### config.mk
export PLATFORM = sky130hd
export DESIGN_NAME = lane_scheduler
export DESIGN_NICKNAME = d
export VERILOG_FILES = /design/src/rtl/lane_pkg.sv /design/src/rtl/vs_tick.sv /design/src/rtl/lane_scheduler.sv
export SDC_FILE = /design/constraint.sdc
export NUM_CORES = 1
export LEC_CHECK = 0
export ABC_AREA = 1
export ABC_CLOCK_PERIOD_IN_PS = 3200
export BUFFER_PORTS_ARGS = -buffer_cell sky130_fd_sc_hd__buf_2
export CAP_MARGIN = 10
export CORE_ASPECT_RATIO = 1.4
export CORE_UTILIZATION = 63
export CTS_CLUSTER_DIAMETER = 80
export CTS_CLUSTER_SIZE = 20
export DETAILED_ROUTE_END_ITERATION = 16
export PLACE_DENSITY = 0.8
export SLEW_MARGIN = 20
export SYNTH_ARGS = -nofsm -noshare
export SYNTH_HDL_FRONTEND = slang
export SYNTH_SLANG_ARGS = --single-unit
### constraint.sdc
create_clock -name clk -period 3.2 [get_ports clk]
set_input_delay 0.16 -clock clk [delete_from_list [all_inputs] [get_ports clk]]
set_output_delay 0.16 -clock clk [all_outputs]
set_load 0.01 [all_outputs]
### src/rtl/lane_pkg.sv
// ============================================================================
// Module: lane_pkg. Shared types, default constants and lane geometry helper.
// Revision: 1.0
// ============================================================================
`default_nettype none

package lane_pkg;

  localparam int NUM_LANES_DEF    = 3;
  localparam int SQ_DEF           = 25;
  localparam int SPEED_DEF        = 1;
  localparam int X_MAX_DEF        = 640;
  localparam int LANE_Y0_DEF      = 100;
  localparam int LANE_PITCH_DEF   = 200;
  localparam int SPAWN_FRAMES_DEF = 60;

  typedef enum logic [0:0] {
    ST_IDLE = 1'b0,
    ST_SCAN = 1'b1
  } state_t;

  typedef struct packed {
    logic        active;
    logic [15:0] x;
  } lane_t;

  // Top row of lane i, 17 bits so that adding SQ never wraps.
  function automatic logic [16:0] lane_y(input int i, input int y0, input int pitch);
    return 17'(y0 + i * pitch);
  endfunction

endpackage

`default_nettype wire

### src/rtl/vs_tick.sv
// ============================================================================
// Module: vs_tick. Two-flop VGA_VS synchroniser plus registered falling-edge pulse.
// Revision: 1.0
// ============================================================================
`default_nettype none

module vs_tick (
  input  logic clk,
  input  logic rst,
  input  logic vs_n,
  output logic tick
);

  logic [1:0] sync_q, sync_d;
  logic       prev_q, prev_d;
  logic       tick_q, tick_d;

  always_comb begin
    sync_d = {sync_q[0], vs_n};
    prev_d = sync_q[1];
    tick_d = prev_q & ~sync_q[1];
  end

  // Idle-high reset so releasing rst with VS high never fakes an edge.
  always_ff @(posedge clk or posedge rst) begin
    if (rst) begin
      sync_q <= 2'b11;
      prev_q <= 1'b1;
      tick_q <= 1'b0;
    end else begin
      sync_q <= sync_d;
      prev_q <= prev_d;
      tick_q <= tick_d;
    end
  end

  assign tick = tick_q;

endmodule

`default_nettype wire

### src/rtl/lane_scheduler.sv
// ============================================================================
// Module: lane_scheduler. Frame-driven spawn/advance of lane objects through one
// shared adder, plus registered lowest-lane-wins pixel arbitration.
// Revision: 1.0
// ============================================================================
`default_nettype none

module lane_scheduler
  import lane_pkg::*;
#(
  parameter int NUM_LANES    = NUM_LANES_DEF,
  parameter int SQ           = SQ_DEF,
  parameter int SPEED        = SPEED_DEF,
  parameter int X_MAX        = X_MAX_DEF,
  parameter int LANE_Y0      = LANE_Y0_DEF,
  parameter int LANE_PITCH   = LANE_PITCH_DEF,
  parameter int SPAWN_FRAMES = SPAWN_FRAMES_DEF
) (
  input  logic                 clk,
  input  logic                 rst,
  input  logic                 VGA_VS,
  input  logic [NUM_LANES-1:0] lane_en,
  input  logic [15:0]          xcount,
  input  logic [15:0]          ycount,
  output logic                 pix_hit,
  output logic [1:0]           pix_lane,
  output logic                 busy,
  output logic                 overrun
);

  localparam logic [1:0]  LAST_IDX   = 2'(NUM_LANES - 1);
  localparam logic [15:0] SPAWN_LAST = 16'(SPAWN_FRAMES - 1);

  logic tick;

  vs_tick u_vs_tick (
    .clk  (clk),
    .rst  (rst),
    .vs_n (VGA_VS),
    .tick (tick)
  );

  state_t      state_q, state_d;
  logic [1:0]  idx_q, idx_d;
  logic [15:0] spawn_cnt_q, spawn_cnt_d;
  logic        spawn_due_q, spawn_due_d;
  logic        overrun_q, overrun_d;
  logic        pix_hit_q, pix_hit_d;
  logic [1:0]  pix_lane_q, pix_lane_d;
  lane_t       lanes_q [NUM_LANES];
  lane_t       lanes_d [NUM_LANES];

  lane_t       cur, cur_next;
  logic [16:0] x_sum;
  logic        en_cur;

  // Single shared adder: only the lane selected by idx is advanced.
  always_comb begin
    cur      = lanes_q[idx_q];
    en_cur   = lane_en[idx_q];
    x_sum    = {1'b0, cur.x} + 17'(SPEED);
    cur_next = cur;
    if (cur.active) begin
      if (x_sum >= 17'(X_MAX)) begin
        cur_next.active = 1'b0;
        cur_next.x      = 16'd0;
      end else begin
        cur_next.x      = x_sum[15:0];
      end
    end else if (spawn_due_q && en_cur) begin
      cur_next.active = 1'b1;
      cur_next.x      = 16'd0;
    end
  end

  always_comb begin
    state_d     = state_q;
    idx_d       = idx_q;
    spawn_cnt_d = spawn_cnt_q;
    spawn_due_d = spawn_due_q;
    overrun_d   = overrun_q;
    for (int i = 0; i < NUM_LANES; i++) begin
      lanes_d[i] = lanes_q[i];
    end
    case (state_q)
      ST_IDLE: begin
        if (tick) begin
          state_d     = ST_SCAN;
          idx_d       = 2'd0;
          spawn_cnt_d = (spawn_cnt_q == SPAWN_LAST) ? 16'd0 : spawn_cnt_q + 16'd1;
          if (spawn_cnt_q == 16'd0) spawn_due_d = 1'b1;
        end
      end
      ST_SCAN: begin
        if (tick) overrun_d = 1'b1;
        for (int i = 0; i < NUM_LANES; i++) begin
          if (2'(i) == idx_q) lanes_d[i] = cur_next;
        end
        if (idx_q == LAST_IDX) begin
          state_d     = ST_IDLE;
          idx_d       = 2'd0;
          spawn_due_d = 1'b0;
        end else begin
          idx_d = idx_q + 2'd1;
        end
      end
      default: state_d = ST_IDLE;
    endcase
  end

  // Ascending scan with a found flag gives the lowest hitting lane priority.
  always_comb begin
    pix_hit_d  = 1'b0;
    pix_lane_d = 2'd0;
    for (int i = 0; i < NUM_LANES; i++) begin
      if (!pix_hit_d && lanes_q[i].active &&
          ({1'b0, xcount} >= {1'b0, lanes_q[i].x}) &&
          ({1'b0, xcount} <  {1'b0, lanes_q[i].x} + 17'(SQ)) &&
          ({1'b0, ycount} >= lane_y(i, LANE_Y0, LANE_PITCH)) &&
          ({1'b0, ycount} <  lane_y(i, LANE_Y0, LANE_PITCH) + 17'(SQ))) begin
        pix_hit_d  = 1'b1;
        pix_lane_d = 2'(i);
      end
    end
  end

  always_ff @(posedge clk or posedge rst) begin
    if (rst) begin
      state_q     <= ST_IDLE;
      idx_q       <= 2'd0;
      spawn_cnt_q <= 16'd0;
      spawn_due_q <= 1'b0;
      overrun_q   <= 1'b0;
      pix_hit_q   <= 1'b0;
      pix_lane_q  <= 2'd0;
      for (int i = 0; i < NUM_LANES; i++) begin
        lanes_q[i] <= '0;
      end
    end else begin
      state_q     <= state_d;
      idx_q       <= idx_d;
      spawn_cnt_q <= spawn_cnt_d;
      spawn_due_q <= spawn_due_d;
      overrun_q   <= overrun_d;
      pix_hit_q   <= pix_hit_d;
      pix_lane_q  <= pix_lane_d;
      for (int i = 0; i < NUM_LANES; i++) begin
        lanes_q[i] <= lanes_d[i];
      end
    end
  end

  assign pix_hit  = pix_hit_q;
  assign pix_lane = pix_lane_q;
  assign busy     = (state_q == ST_SCAN);
  assign overrun  = overrun_q;

endmodule

`default_nettype wire

== Yosys cells after proc, flatten, opt, wreduce, memory -nomap -nowiden ==
Cells that the tools add are included.
Widths: inputs -> output; s select.
Word-level totals
  bits in registers: 79
  latch bits: 0
  RAM bits: 0
  ROM bits: 0
  input port bits: 38
  word-level logic and storage cells: 98
  memories: 0
Operators by class
  $add $sub $neg: 6
  multipliers: 0
  div/mod/pow operators: 0
  $lt $le $gt $ge: 15
  equality and inequality tests: 7
  shifts and indexed selects: 0
  mux-type cells: 25
  bitwise gates (word level): 4
  reduce and logical (&&, ||, !) cells: 25
Operators with widths (count)
  $mux 17: 4
  $add 16x5->17 const B: 3
  $lt 16x17->1: 3
  $ge 16x16->1: 3
  $bmux 17 s2: 1
  $ge 16x9->1 const B: 2
  $mux 16: 2
  $add 16x1->17 const B: 1
  $ge 17x10->1 const B: 1
  $add 16x1->16 const B: 1
  $eq 16x6->1 const B: 1
  $ge 16x7->1 const B: 1
  $logic_not 16->1: 1
  $lt 16x10->1 const B: 1
  $lt 16x7->1 const B: 1
  $lt 16x9->1 const B: 1
  $logic_and 1x1->1: 15
  $mux 1: 11
  $reduce_and 2->1: 5
  $mux 2: 3
  $ne 2x1->1 const B: 2
  $pmux 1 s2: 2
  $pmux 2 s2: 1
  $ge 3x3->1 const B: 1
  13 further kinds: 15

== Depth between registers and ports, before layout ==
  depth in word-level cells: 20
  mapped depth: 21
  mapped depth without buffers: 19

== Hierarchy ==
A second synthesis with hierarchy kept.
Second synthesis, totals
  cell total of the unflattened synthesis: 1044
  area total of the unflattened synthesis: 7497.2 um2
Modules (own cells, without submodules)
  lane_scheduler: instances 1, cells an instance 1037, area each 7379.6 um2, seq. area each 1876.8 um2
  vs_tick: instances 1, cells an instance 7, area each 117.6 um2, seq. area each 103.8 um2

== Worst setup path before layout ==
No wires, ideal clock.
  path type: register -> register
  from: register lanes_q[17] in the netlist's numbering
  to: register pix_hit_q (netlist: pix_hit)
  arrival: 2512 ps
  data required time: 3073 ps
  slack: 562 ps
  cell stages (with the launch flop): 18
  buffers on the path: 0
  path through: dfrtp_1 -> ha_1 -> nand2_1 -> nand2_1 -> o21ai_0 -> nor3_1 -> nand3_1 -> nor2_1 -> nand2_1 -> xor2_1 -> ha_1 -> nand2_1 -> inv_1 -> nand3_1 -> nor3_1 -> nand3b_1 -> nand3_1 -> nand3_1
On the way
  word-level cells in the longest chain between the ends: 13
  elaborated cells between the ends (all ways): 15
  those cells by class: 1 x add/sub; 2 x order compare; 2 x mux; 10 x reduce/logical
RTL lines
  from (decl): RTL line lane_scheduler.sv:50  | lane_t lanes_q [NUM_LANES];
  from (signal, indexed assignment): RTL line lane_scheduler.sv:148  | lanes_q[i] <= lanes_d[i];
  $add 16x5->17 / $ge 16x16->1 (equally long branches): RTL line lane_scheduler.sv:118, lane_scheduler.sv:117
  $lt 16x17->1 / $logic_and 1x1->1 (equally long branches): RTL line lane_scheduler.sv:118, lane_scheduler.sv:116
  $logic_and 1x1->1 *: RTL line lane_scheduler.sv:117  | ({1'b0, xcount} >= {1'b0, lanes_q[i].x}) &&
  $logic_and 1x1->1 *: RTL line lane_scheduler.sv:118  | ({1'b0, xcount} < {1'b0, lanes_q[i].x} + 17'(SQ)) &&
  $logic_and 1x1->1 *: RTL line lane_scheduler.sv:119  | ({1'b0, ycount} >= lane_y(i, LANE_Y0, LANE_PITCH)) &&
  $mux 1 *: RTL line lane_scheduler.sv:116  | if (!pix_hit_d && lanes_q[i].active &&
  $logic_not 1->1: RTL line lane_scheduler.sv:116
  $logic_and 1x1->1 (2 in series): RTL line lane_scheduler.sv:116
  $logic_and 1x1->1: RTL line lane_scheduler.sv:117
  $logic_and 1x1->1: RTL line lane_scheduler.sv:118
  $logic_and 1x1->1: RTL line lane_scheduler.sv:119
  $mux 1 *: RTL line lane_scheduler.sv:116
  named net pix_hit_d: RTL line lane_scheduler.sv:48  | logic pix_hit_q, pix_hit_d;
  to (signal assigned): RTL line lane_scheduler.sv:145  | pix_hit_q <= pix_hit_d;
  to (decl): RTL line lane_scheduler.sv:48
Mark *: on every way through the listed nets, which the timed path passes. The rest lies on a longest branch.
A chain may end at the register's enable or synchronous reset.

== Final worst setup path ==
  from: register lanes_q[34] in the netlist's numbering
  to: register pix_hit_q (netlist: pix_hit)
On the way
  word-level cells in the longest chain between the ends: 20
  elaborated cells between the ends (all ways): 22
  those cells by class: 1 x add/sub; 2 x order compare; 3 x mux; 16 x reduce/logical
RTL lines (RTL line)
  $add 16x5->17 / $ge 16x16->1 (equally long branches): lane_scheduler.sv:118, lane_scheduler.sv:117
  $lt 16x17->1 / $logic_and 1x1->1 (equally long branches): lane_scheduler.sv:118, lane_scheduler.sv:116
  $logic_and 1x1->1 *: lane_scheduler.sv:117
  $logic_and 1x1->1 *: lane_scheduler.sv:118
  $logic_and 1x1->1 *: lane_scheduler.sv:119
  $mux 1 *: lane_scheduler.sv:116
  $logic_not 1->1: lane_scheduler.sv:116
  $logic_and 1x1->1 (2 in series): lane_scheduler.sv:116
  [... 3 more ...]
  $mux 1 *: lane_scheduler.sv:116
  $logic_not 1->1: lane_scheduler.sv:116
  $logic_and 1x1->1 (2 in series): lane_scheduler.sv:116
  $logic_and 1x1->1: lane_scheduler.sv:117
  $logic_and 1x1->1: lane_scheduler.sv:118
  $logic_and 1x1->1: lane_scheduler.sv:119
  $mux 1 *: lane_scheduler.sv:116
  named net pix_hit_d: lane_scheduler.sv:48
Marks and branches as above.

==> out/qor.yml <==
synthesis:
  synth_top_area_share_pct: 25.6
  synth_cell_type_count: 45
  syn_inst: 1042
  ys_top_cells_by_area: "dfrtp_1 (26%), ha_1 (17%), nand2_1 (15%), inv_1 (6.5%), xor2_1 (6.0%)"
  yosysSeqAreaShare_pct: 26.7
  synth_area_per_cell_um2: 7.12
  ys_async_sr_fraction_pct: 100
  yosys_register_bits: 79
  synth-edff-count: 0
  netlist_area_um2: 7420
  yosys_warnings: 0
  synth.most_common_cell: "nand2_1"
  syn-num-nets: 1183
  synth_ff_type: "dfrtp_1"
  synthTopCellsByCount: "nand2_1 (302), inv_1 (129), ha_1 (103)"
  yosys.area.top_type: "dfrtp_1"
grt:
  grt_pass1_vias: 6793
  grt_overflow: 0
  antenna_found_initial: 0
  grt_max_degree: 44
  grt_use_total_pct: 33.6
  grt_pass1_wl_um: 31300
clock_tree:
  ctsHtreeMaxLevel: 3
  clk_latency_ns: 0.35
  cts_tree: "built"
  cts_sinks: 79
  path_clk_slew_ns: 0.06
  cts_root_buf: "clkbuf_16"
  clockBufferDepth: 2
  cts_made_buffers: 9
worst_setup_path:
  crit_path_end_kind: "register"
  cp_max_fo: 6
  cp.required_ns: 3.43
  crit_path_start_kind: "register"
  criticalPathCategory: "reg -> reg"
  arrival_ns: 3.21
sta:
  hold_slack_ns: 0.171
  setup_viol: 0
  fin_tns_setup_ns: 0
  hold_violations: 0
  fin_skew_ns: 0.00674
  rsz0062_at_grt: "no"
  min_period_ns: 2.98
  fin_crit_sh_pct: 93.2
  fmax_mhz: 335
  relSlewSlack_pct: 28.2
  slew_violations: 0
  worst_slew_pin_slew_ns: 1.07
placed_design:
  place.gp.congestion: 0.998
  port_buffers: 42
  hpwl_um: 15100
status:
  status: "finished, final reports clean"
die:
  die_area_um2: 12200
  pin_count: 43
  fp.coreArea_um2: 11400
  rows: 46
  initial_utilization_pct: 65.1
  die_h_um: 130
  die_x_um: 93.7
finish:
  areaGrowthSynthToFinish_pct: 10.7
  multi_input_area_um2: 4860
  final_layout_size_suffix_gt1_share_pct: 12.0
  num-fill-cells: 991
  seqCellArea_um2: 1980
  final_nets: 1241
  antenna_cells: 0
detailed_routing:
  routed_via_density: 5.68
  wl_per_cell_um: 15.6
  ant_nets: 0
  remaining_drc_errors: 0
  first_pass_iters: 5
  wl_um: 19500
  num_vias: 7099
  drtIter0Drc: 558
power_and_ir_drop:
  p_per_area_nw_per_um2: 797
  p_leak_uw: 0.00414
  ir_worst_vdd_mv: 0.450
min_path:
  hp-class: "in -> reg"
run:
  maxCapViolCount: 0
[per-stage QoR]
step	instances	setup WS (ns)	utilization, %	total power [uW]	instance area (um^2)
floorplan	1042	0.562	-	4380	7420
global placement	1230	0.130	69.0	5320	7860
detailed placement	1230	0.105	69.0	5400	7860
CTS	1248	0.0735	71.8	6480	8180
global route	1249	0.0135	72.1	7130	8210
finish	1249	0.217	72.1	6550	8210
[cells by family (layout without fill, tap and decap cells)]
logic type,count (synthesis),count (layout),share of synthesized area (%)
buffers and inverters,151,214,8.14
adders and majority gates,103,103,17.4
DFF,79,79,26.7
xor gates and xnor gates,57,57,6.73
and+or+nand+nor,521,521,31.0
AOI/OAI and AO/OA,131,131,10.1
[worst max-delay path: stages, from the launching register on]
cell and delay, ns:
dfrtp_2 0.45, ha_1 0.24, nand2_1 0.07, nand2_1 0.07, o21ai_0 0.38, nor3_2 0.11, buf_4 0.15, xor2_1 0.13
ha_1 0.29, nand2_1 0.08, nor2_1 0.14, nand3_1 0.12, nand4_1 0.13, nand4_1 0.08, nand2_1 0.07, nand3_1 0.06
nand2_1 0.06, nand3_1 0.08, nand3b_1 0.09, nand3_1 0.07
[layout make-up]
class	count	share of cell area, %
tap	144	2.19
clock inverter	7	0.960
timing repair buffer	65	4.72
clock buffer	9	2.74
sequential	79	24.1
inverter	133	6.09
multi-input combinational	812	59.1
[routing by layer]
metal | routed length [um] | vias up | track usage, %
met5 | 0 | - | 0
met3 | 1170 | 64 | 4.92
li1 | - | 3523 | -
met4 | 840 | 0 | 16.3
met1 | 7720 | 3275 | 39.1
met2 | 9730 | 237 | 60.2
[path summary, 6_finish.rpt]
path                                          startpoint                       endpoint  slack, ns  cells after the start
min                                            ycount[9]          pix_lane[1]$_DFF_PP0_       0.17                      4
min in group asynchronous                            rst        lanes_q[37]$_DFFE_PP0P_       0.47                      3
min reg2reg                u_vs_tick.sync_q[0]$_DFF_PP1_  u_vs_tick.sync_q[1]$_DFF_PP1_       0.36                      0
max                              lanes_q[34]$_DFFE_PP0P_              pix_hit$_DFF_PP0_       0.22                     19
max reg2reg                      lanes_q[34]$_DFFE_PP0P_              pix_hit$_DFF_PP0_       0.22                     19
max in group asynchronous                            rst        lanes_q[46]$_DFFE_PP0P_       1.97                      4
[where the power goes]
part | internal [uW] | switching, uW | leakage (uW)
Sequential | 1290 | 415 | 0.00104
Combinational | 1300 | 2480 | 0.00296
Clock | 612 | 449 | 0.000139
[flip-flops by register name (all words and copies together), names as in the netlist]
name and count:
lanes_q 51, spawn_cnt_q 16, idx_q 2, pix_lane 2, u_vs_tick.sync_q 2, busy 1, overrun 1, pix_hit 1
spawn_due_q 1, u_vs_tick.prev_q 1, u_vs_tick.tick 1
[layout by cell type (no fill, tap or decap), types with 2 or more instances in the layout]
master,Yosys,final
o21ai_0,51,51
nor3b_1,3,3
o21bai_1,2,2
nand3_1,64,64
o21ai_2,2,2
xor2_1,51,51
nand3b_1,6,6
clkbuf_16,0,9
nor3_2,0,4
a211oi_1,9,9
dfrtp_2,0,2
nor4_1,6,6
xnor2_1,6,6
clkinvlp_4,0,3
o21ai_1,5,5
nand3_2,11,11
nand2_2,13,13
buf_4,2,21
nand4_1,12,12
nand2_1,302,302
ha_1,103,103
nor3_1,24,20
a21oi_1,46,46
a31oi_1,2,2
dfrtp_1,76,74
dlygate4sd3_1,0,2
o211ai_1,3,3
a21o_1,2,2
nor2_1,68,67
inv_6,0,3
inv_1,129,128
buf_2,5,42
dfstp_2,3,3
nor2_2,8,9
o221ai_1,2,2
inv_2,3,3
[what timing repair did]
action,in CTS,in global routing
hold buffers,2,0
setup buffers,0,1
setup endpoints to repair,0,3
gates resized for setup,0,7
endpoints found under the hold margin,39,0
No activity file was read; power rests on OpenSTA's default activity.
